**config.mk**
```make
export PLATFORM = sky130hd
export DESIGN_NAME = game_ctrl_flat
export DESIGN_NICKNAME = d
export VERILOG_FILES = /design/src/rtl/game_ctrl_if.sv /design/src/rtl/game_ctrl.sv /design/src/flat_wrapper.sv
export SDC_FILE = /design/constraint.sdc
export NUM_CORES = 1
export LEC_CHECK = 0
export BUFFER_PORTS_ARGS = -buffer_cell sky130_fd_sc_hd__buf_2
export CORE_MARGIN = 2
export CORE_UTILIZATION = 53
export DETAILED_ROUTE_END_ITERATION = 10
export PLACE_DENSITY = 0.76
export SYNTH_ARGS = -nofsm -noshare
export SYNTH_HDL_FRONTEND = slang
export SYNTH_SLANG_ARGS = --single-unit
```
**constraint.sdc**
```tcl
create_clock -name clk -period 5.2 [get_ports clk]
set_clock_uncertainty 0.05 [all_clocks]
set_input_delay 0 -clock clk [delete_from_list [all_inputs] [get_ports clk]]
set_output_delay 0 -clock clk [all_outputs]
set_load 0.02 [all_outputs]
```
**src/rtl/game_ctrl_if.sv**
```systemverilog
// Frame/flap/collide inputs and bird/scroll/score outputs of the gameplay engine.
// Inputs are single-cycle pulses; outputs are registered and change only after
// a new_frame edge, so a consumer samples them any time between frame pulses.
interface game_ctrl_if;
    logic        new_frame;
    logic        flap;
    logic        collide;
    logic [15:0] bird_y;
    logic [7:0]  stage_shift;
    logic [1:0]  game_state;
    logic [15:0] score;

    modport master (
        output new_frame, flap, collide,
        input  bird_y, stage_shift, game_state, score
    );

    modport slave (
        input  new_frame, flap, collide,
        output bird_y, stage_shift, game_state, score
    );
endinterface

```
**src/rtl/game_ctrl.sv**
```systemverilog
// Per-frame gameplay engine: flap pulses become bird motion under gravity,
// the pipe scroll offset advances each PLAY frame, and the score counts
// scroll wraps. game_state doubles as the visible FSM state.
module game_ctrl #(
    parameter int START_Y     = 200,
    parameter int GROUND_Y    = 400,
    parameter int FLAP_V      = 8,
    parameter int GRAVITY     = 1,
    parameter int VMAX        = 10,
    parameter int SCROLL_STEP = 2,
    parameter int DEAD_HOLD   = 30
) (
    input  logic        clk,
    input  logic        rstn,
    game_ctrl_if.slave  gif
);
    typedef enum logic [1:0] {
        IDLE = 2'd0,
        PLAY = 2'd1,
        DEAD = 2'd2
    } state_t;

    localparam logic [15:0] START16  = START_Y[15:0];
    localparam logic [15:0] GROUND16 = GROUND_Y[15:0];
    localparam logic [7:0]  FLAP8    = FLAP_V[7:0];
    localparam logic [7:0]  NEG_FLAP = ~FLAP8 + 8'd1;
    localparam logic [8:0]  GRAV9    = GRAVITY[8:0];
    localparam logic [8:0]  VMAX9    = VMAX[8:0];
    localparam logic [7:0]  STEP8    = SCROLL_STEP[7:0];
    localparam logic [7:0]  HOLD8    = DEAD_HOLD[7:0];

    state_t             state, state_n;
    logic [15:0]        bird_y_q, bird_y_n;
    logic signed [7:0]  vel_q, vel_n;
    logic [7:0]         shift_q, shift_n;
    logic [15:0]        score_q, score_n;
    logic [7:0]         hold_q, hold_n;
    logic               flap_pending;

    // A flap in the same cycle as new_frame still belongs to that frame.
    logic               flap_eff;
    logic [8:0]         vel_inc;
    logic [7:0]         vel_cand;
    logic [16:0]        y_sum;
    logic [8:0]         shift_sum;
    logic               hit_ground;

    assign flap_eff = flap_pending | gif.flap;

    // Candidate motion for a PLAY frame: flap resets speed, else gravity clamped at VMAX.
    always_comb begin
        vel_inc = {vel_q[7], vel_q} + GRAV9;
        if (flap_eff) begin
            vel_cand = NEG_FLAP;
        end else if ($signed(vel_inc) > $signed(VMAX9)) begin
            vel_cand = VMAX9[7:0];
        end else begin
            vel_cand = vel_inc[7:0];
        end
        y_sum      = {1'b0, bird_y_q} + {{9{vel_cand[7]}}, vel_cand};
        hit_ground = !y_sum[16] && (y_sum[15:0] >= GROUND16);
        shift_sum  = {1'b0, shift_q} + {1'b0, STEP8};
    end

    // Next-state and next-value logic, applied only on new_frame edges.
    always_comb begin
        state_n  = state;
        bird_y_n = bird_y_q;
        vel_n    = vel_q;
        shift_n  = shift_q;
        score_n  = score_q;
        hold_n   = hold_q;
        case (state)
            IDLE: begin
                bird_y_n = START16;
                vel_n    = '0;
                shift_n  = '0;
                hold_n   = '0;
                if (flap_eff) begin
                    state_n  = PLAY;
                    vel_n    = NEG_FLAP;
                    bird_y_n = START16 - {8'd0, FLAP8};
                    shift_n  = STEP8;
                end
            end
            PLAY: begin
                if (gif.collide) begin
                    state_n = DEAD;
                    hold_n  = '0;
                end else if (hit_ground) begin
                    state_n  = DEAD;
                    bird_y_n = GROUND16;
                    hold_n   = '0;
                end else begin
                    if (y_sum[16]) begin
                        bird_y_n = '0;
                        vel_n    = '0;
                    end else begin
                        bird_y_n = y_sum[15:0];
                        vel_n    = vel_cand;
                    end
                    shift_n = shift_sum[7:0];
                    if (shift_sum[8] && (score_q != 16'hFFFF)) begin
                        score_n = score_q + 16'd1;
                    end
                end
            end
            DEAD: begin
                if ((hold_q >= HOLD8) && flap_eff) begin
                    state_n  = IDLE;
                    bird_y_n = START16;
                    vel_n    = '0;
                    shift_n  = '0;
                    score_n  = '0;
                    hold_n   = '0;
                end else if (hold_q < HOLD8) begin
                    hold_n = hold_q + 8'd1;
                end
            end
            default: begin
                state_n  = IDLE;
                bird_y_n = START16;
                vel_n    = '0;
                shift_n  = '0;
                score_n  = '0;
                hold_n   = '0;
            end
        endcase
    end

    // Frame-rate state register.
    always_ff @(posedge clk or negedge rstn) begin
        if (!rstn) begin
            state    <= IDLE;
            bird_y_q <= START16;
            vel_q    <= '0;
            shift_q  <= '0;
            score_q  <= '0;
            hold_q   <= '0;
        end else if (gif.new_frame) begin
            state    <= state_n;
            bird_y_q <= bird_y_n;
            vel_q    <= vel_n;
            shift_q  <= shift_n;
            score_q  <= score_n;
            hold_q   <= hold_n;
        end
    end

    // Remember any flap since the last frame; every frame consumes it.
    always_ff @(posedge clk or negedge rstn) begin
        if (!rstn) begin
            flap_pending <= 1'b0;
        end else if (gif.new_frame) begin
            flap_pending <= 1'b0;
        end else if (gif.flap) begin
            flap_pending <= 1'b1;
        end
    end

    assign gif.bird_y      = bird_y_q;
    assign gif.stage_shift = shift_q;
    assign gif.game_state  = state;
    assign gif.score       = score_q;
endmodule

```
**src/flat_wrapper.sv**
```systemverilog
// flat-port wrapper written by rule: the top's interface ports become plain ports
module game_ctrl_flat 
#(
    parameter int START_Y     = 200,
    parameter int GROUND_Y    = 400,
    parameter int FLAP_V      = 8,
    parameter int GRAVITY     = 1,
    parameter int VMAX        = 10,
    parameter int SCROLL_STEP = 2,
    parameter int DEAD_HOLD   = 30
)
  (clk, rstn, gif_new_frame, gif_flap, gif_collide, gif_bird_y, gif_stage_shift, gif_game_state, gif_score);
  game_ctrl_if gif_i ();
  input  logic clk;
  input  logic rstn;
  input wire logic [$bits(gif_i.new_frame)-1:0] gif_new_frame;
  input wire logic [$bits(gif_i.flap)-1:0] gif_flap;
  input wire logic [$bits(gif_i.collide)-1:0] gif_collide;
  output wire logic [$bits(gif_i.bird_y)-1:0] gif_bird_y;
  output wire logic [$bits(gif_i.stage_shift)-1:0] gif_stage_shift;
  output wire logic [$bits(gif_i.game_state)-1:0] gif_game_state;
  output wire logic [$bits(gif_i.score)-1:0] gif_score;
  assign gif_i.new_frame = gif_new_frame;
  assign gif_i.flap = gif_flap;
  assign gif_i.collide = gif_collide;
  assign gif_bird_y = gif_i.bird_y;
  assign gif_stage_shift = gif_i.stage_shift;
  assign gif_game_state = gif_i.game_state;
  assign gif_score = gif_i.score;
  game_ctrl #(.START_Y(START_Y), .GROUND_Y(GROUND_Y), .FLAP_V(FLAP_V), .GRAVITY(GRAVITY), .VMAX(VMAX), .SCROLL_STEP(SCROLL_STEP), .DEAD_HOLD(DEAD_HOLD)) u_core (.clk(clk), .rstn(rstn), .gif(gif_i));
endmodule
```
==> impl.org <==
** Run status
- The flow ran to the end, and the final reports show no timing, DRC or antenna violations.

** GRT
- Largest net degree at the start of global routing :: between 50 and 60
- Initial antenna violation count :: 0
- Wire length of the first global-routing pass :: around 17000 um
- Total routing usage reported by global routing :: between 20 and 30%
- Total grt overflow :: 0
- Via count of the first global-routing pass :: 3539

** Synthesis
- Ranked by total cell area, the synthesized netlist is headed by sky130_fd_sc_hd__dfrtp_1 (34%), sky130_fd_sc_hd__ha_1 (7.2%), sky130_fd_sc_hd__nand2_1 (4.9%), sky130_fd_sc_hd__a21oi_1 (4.5%), sky130_fd_sc_hd__o21ai_0 (4.5%).
- Counting instances in the post-synthesis netlist gives the leading cell types as sky130_fd_sc_hd__dfrtp_1 (55), sky130_fd_sc_hd__nand2_1 (52), sky130_fd_sc_hd__a21oi_1 (36), sky130_fd_sc_hd__o21ai_0 (36), sky130_fd_sc_hd__nor2_1 (28).
- Counting flops with an async set or reset pin after synthesis yields a share of 100.0%.
- In this run the mean area of a mapped cell was between 8 and 9 sq um.
- Yosys mapped the design onto 64 distinct sky130hd cell types.
- Warning count from the yosys run :: 0
- Synthesis produced a netlist whose cell count is 461.
- Counting flops and latches in the post-synthesis netlist gives 58.
- By instance count, the leading cell after synthesis is sky130_fd_sc_hd__dfrtp_1.
- The synthesized design devotes to its leading area cell type between 30% and 40% of total area.
- Synthesis produced a netlist with a net count of 490.
- EDFF count, synth :: 0
- Synth Cell Area :: between 3000 and 4000 sq um
- Seq/Total Area, Yosys :: between 30% and 40%
- Among all flip-flop cells after synthesis, the most frequent one is sky130_fd_sc_hd__dfrtp_1.
- Of all cell types, the one taking the most synthesized area is sky130_fd_sc_hd__dfrtp_1.

** Routing
- Count of antenna-violating nets left after detailed routing :: 0
- Summing over every cut layer, the via total after detailed routing is around 3800.
- The final layout contains routed wiring with a total length of about 11000 um.
- For this run, design rule violations remaining after detail routing come to 0.
- In this run, the number of DRC markers left after iteration 0 of detailed routing was 220.
- In the final routed layout, each cell accounts on average for approximately 17 um.
- Routed vias/inst :: a little over 6
- The first detailed-routing pass took 4 iterations.

** Worst setup path
- STA classifies the critical path startpoint as a flip-flop.
- Startpoint of the worst register-to-register path :: u_core.vel_q[1]
- Dominant cell type by count on the critical path :: sky130_fd_sc_hd__inv_1
- Among all stages on the critical path, the largest delay is contributed by sky130_fd_sc_hd__or4_1.
- The worst setup path is captured at a flip-flop.
- Max Fanout on Critical Path :: 10
- The largest single stage delay on the critical path is roughly 480 ps.
- Data required time of the critical path :: ~5400 ps
- Crit Path Class :: reg -> reg
- Start point of the critical path :: u_core.vel_q[1]
- Data arrival time of the critical path :: between 5000 and 6000 ps

** Die
- After floorplanning, the core was sized to cover about 7300 sq um.
- Row count :: 31
- Pin placement for this block handled 47 I/O pins.
- Floorplan die width :: just over 90 um
- In this run the vertical extent of the chip is between 90 and 100 um.
- The floorplan step defined a die boundary enclosing around 8300 sq um.
- Once the floorplan was initialized, standard cells occupied 54.80% of the core.

** CTS
- In this run the number of H-tree levels came out at 3.
- Inserted Clock Buffers :: 9
- TritonCTS built the clock tree.
- Buffers from clock root to sink, at most :: 2
- Clock latency of the later-clocked register in the worst-skew pair :: approximately 360 ps
- Clock tree synthesis selected as its root buffer the cell sky130_fd_sc_hd__clkbuf_8.
- Clock transition time at the flip-flop clock pins of the worst setup and hold paths :: ~70 ps
- # clock sinks :: 58

** Placed design
- Post-DP HPWL :: around 7000 um
- Gp weighted congestion :: between 0.8 and 0.9
- DP Area :: around 4400 sq um
- After detailed placement, the design holds a cell count of between 500 and 600.
- Count of input and output buffers :: 45

** Power and ir drop
- IR analysis of the VDD net gives a maximum drop of 0.0003019 V.
- Portion of total power attributed to the clock network :: between 20% and 30%
- Sequential cells burn a little under a third of the power.
- Overall power consumption :: 1.893 mW
- For this design the static power due to leakage is between 2 and 2.5 nW.
- Summed over all nets, the switching power comes to ~0.79 mW.
- Power spread over the standard cell area amounts to approximately 390 nW/um^2.
- The internal power of the cells totals 1.098 mW.
- Switching power share of the total :: a little over two fifths
- Of the total power, combinational logic draws around 46%.

** STA
- Static timing analysis puts the maximum clock frequency at about 200 MHz.
- Setup violations remaining at the end of the flow were counted as 0.
- Max Transition Viols Final :: 0
- Period utilisation layout :: between 90% and 100%
- Final number of hold-violating endpoints :: 0
- The worst pin sits at a relative slew slack of approximately a third.
- The clock period could shrink to ~5000 ps.
- Measured slew at the worst slew-check pin :: 997.4 ps
- Final hold analysis gives a worst-case slack of about 22 ps.

** Cells and area
- Area added between synthesis and finish :: 20.35%
- Final nets :: between 500 and 600
- Once layout is complete, the cells apart from fillers number roughly 620.
- Share of cells above drive strength 1 :: a little over a fifth
- Post-route cell area :: 4810 sq um
- The repair_antennas step left the layout with diodes totalling 0.

** Job
- Max-cap violations in this run came to 0.

** Worst hold path
- Min-delay worst type :: in -> reg
- The startpoint identified for the worst hold timing path is gif_collide.
-- state kept, by name, summed over array words and instances (netlist names) --
name	count
u_core.flap_pending	1
u_core.gif.bird_y	16
u_core.gif.game_state	2
u_core.gif.score	16
u_core.gif.stage_shift	7
u_core.hold_q	8
u_core.vel_q	8
-- per-stage QoR --
stage / util [%] / TNS, ps / setup WS, ps
final: 65.96 / 0 / 198.1
after global routing: 65.96 / -1374 / -131.7
after CTS: 62.82 / 0 / 6.997
after detailed placement: 59.68 / 0 / 24.98
after global placement: 59.68 / 0 / 224.4
after floorplan: - / 0 / 354.8
-- power by group through the flow --
stage / Combinational, mW / Sequential (mW) / Clock [mW]
6_report: 0.866 / 0.599 / 0.428
5_1_grt: 0.952 / 0.609 / 0.449
4_1_cts: 0.782 / 0.596 / 0.431
3_5_place_dp: 0.774 / 0.602 / 0
3_3_place_gp: 0.758 / 0.599 / 0
2_1_floorplan: 0.567 / 0.606 / 0
-- cell type report --
class	instances	area [sq um]
clock buffer	11	151.4
clock inverter	3	40.04
fill	637	2482
inverter	15	56.30
multi-input combinational	368	2491
sequential	58	1455
tap	99	123.9
timing repair buffer	70	491.7
-- path summary, 6_finish.rpt --
path                                        endpoint  slack (ps)  cells past startpoint
max reg2reg                      u_core.gif.score[7]         200                     29
max in group asynchronous           u_core.hold_q[1]        4350                      3
min in group asynchronous        u_core.gif.score[9]         280                      3
max                              u_core.gif.score[7]         200                     29
min reg2reg                         u_core.hold_q[7]         470                      2
min                        u_core.gif.stage_shift[7]          20                      4
-- timing repair --
action | 4_1_cts | 5_1_grt
setup buffers | 1 | 6
hold endpoints to repair | 56 | 0
pin swaps | 0 | 11
hold buffers | 3 | 0
setup endpoints to repair | 2 | 41
gates resized for setup | 0 | 20
gates cloned | 0 | 4
-- cell usage in the layout, fill, tap and decap left out, types with 4 or more instances in the layout --
master and count:
sky130_fd_sc_hd__nand3_1 15, sky130_fd_sc_hd__ha_1 18, sky130_fd_sc_hd__o31ai_1 12, sky130_fd_sc_hd__nand2b_1 4, sky130_fd_sc_hd__o21a_1 5, sky130_fd_sc_hd__nand2_1 52
sky130_fd_sc_hd__a21oi_1 32, sky130_fd_sc_hd__or2_2 4, sky130_fd_sc_hd__buf_4 15, sky130_fd_sc_hd__and2_1 10, sky130_fd_sc_hd__a32o_1 4, sky130_fd_sc_hd__nor3_1 9
sky130_fd_sc_hd__o211ai_1 7, sky130_fd_sc_hd__o2111ai_1 4, sky130_fd_sc_hd__a31oi_1 5, sky130_fd_sc_hd__a21oi_2 5, sky130_fd_sc_hd__xor2_1 4, sky130_fd_sc_hd__and3_1 8
sky130_fd_sc_hd__nand4_1 4, sky130_fd_sc_hd__clkbuf_8 11, sky130_fd_sc_hd__or4_1 14, sky130_fd_sc_hd__a21o_1 10, sky130_fd_sc_hd__mux2_2 4, sky130_fd_sc_hd__xnor2_1 10
sky130_fd_sc_hd__or3_1 5, sky130_fd_sc_hd__o21ai_0 33, sky130_fd_sc_hd__nor2b_1 6, sky130_fd_sc_hd__buf_2 45, sky130_fd_sc_hd__o21ai_1 5, sky130_fd_sc_hd__nor2_1 27
sky130_fd_sc_hd__inv_1 15, sky130_fd_sc_hd__and4_1 4, sky130_fd_sc_hd__dfrtp_1 55
-- metal layers --
layer  wire, um  track usage [%]  up-vias  share of wire [%]
li1           -                -     1833                  -
met1       4641            32.68     1843                 44
met2       5069            41.79      141                 48
met3        569            3.673       22                5.4
met4        260            10.61        0                2.5
met5          0                0        -                  0
-- logic make-up after synthesis --
kind of cell	synth area share [%]
AND/OR/NAND/NOR	22.23
AO/OA/AOI/OAI	24.98
flip-flops	36.41
buffers and inverters	3.632
adder cells (fa/ha/maj)	7.702
XOR/XNOR	3.068
multiplexers	1.878
other	0.09384
-- critical path, delay by kind of cell (launching register included) --
kind	cells	cell delay (ps)
and+or+nand+nor	8	1280
buffers and inverters	5	560
adders and majority gates	4	980
AOI/OAI and AO/OA	12	1700
DFF	1	350
No activity file was read; power rests on OpenSTA's default activity.
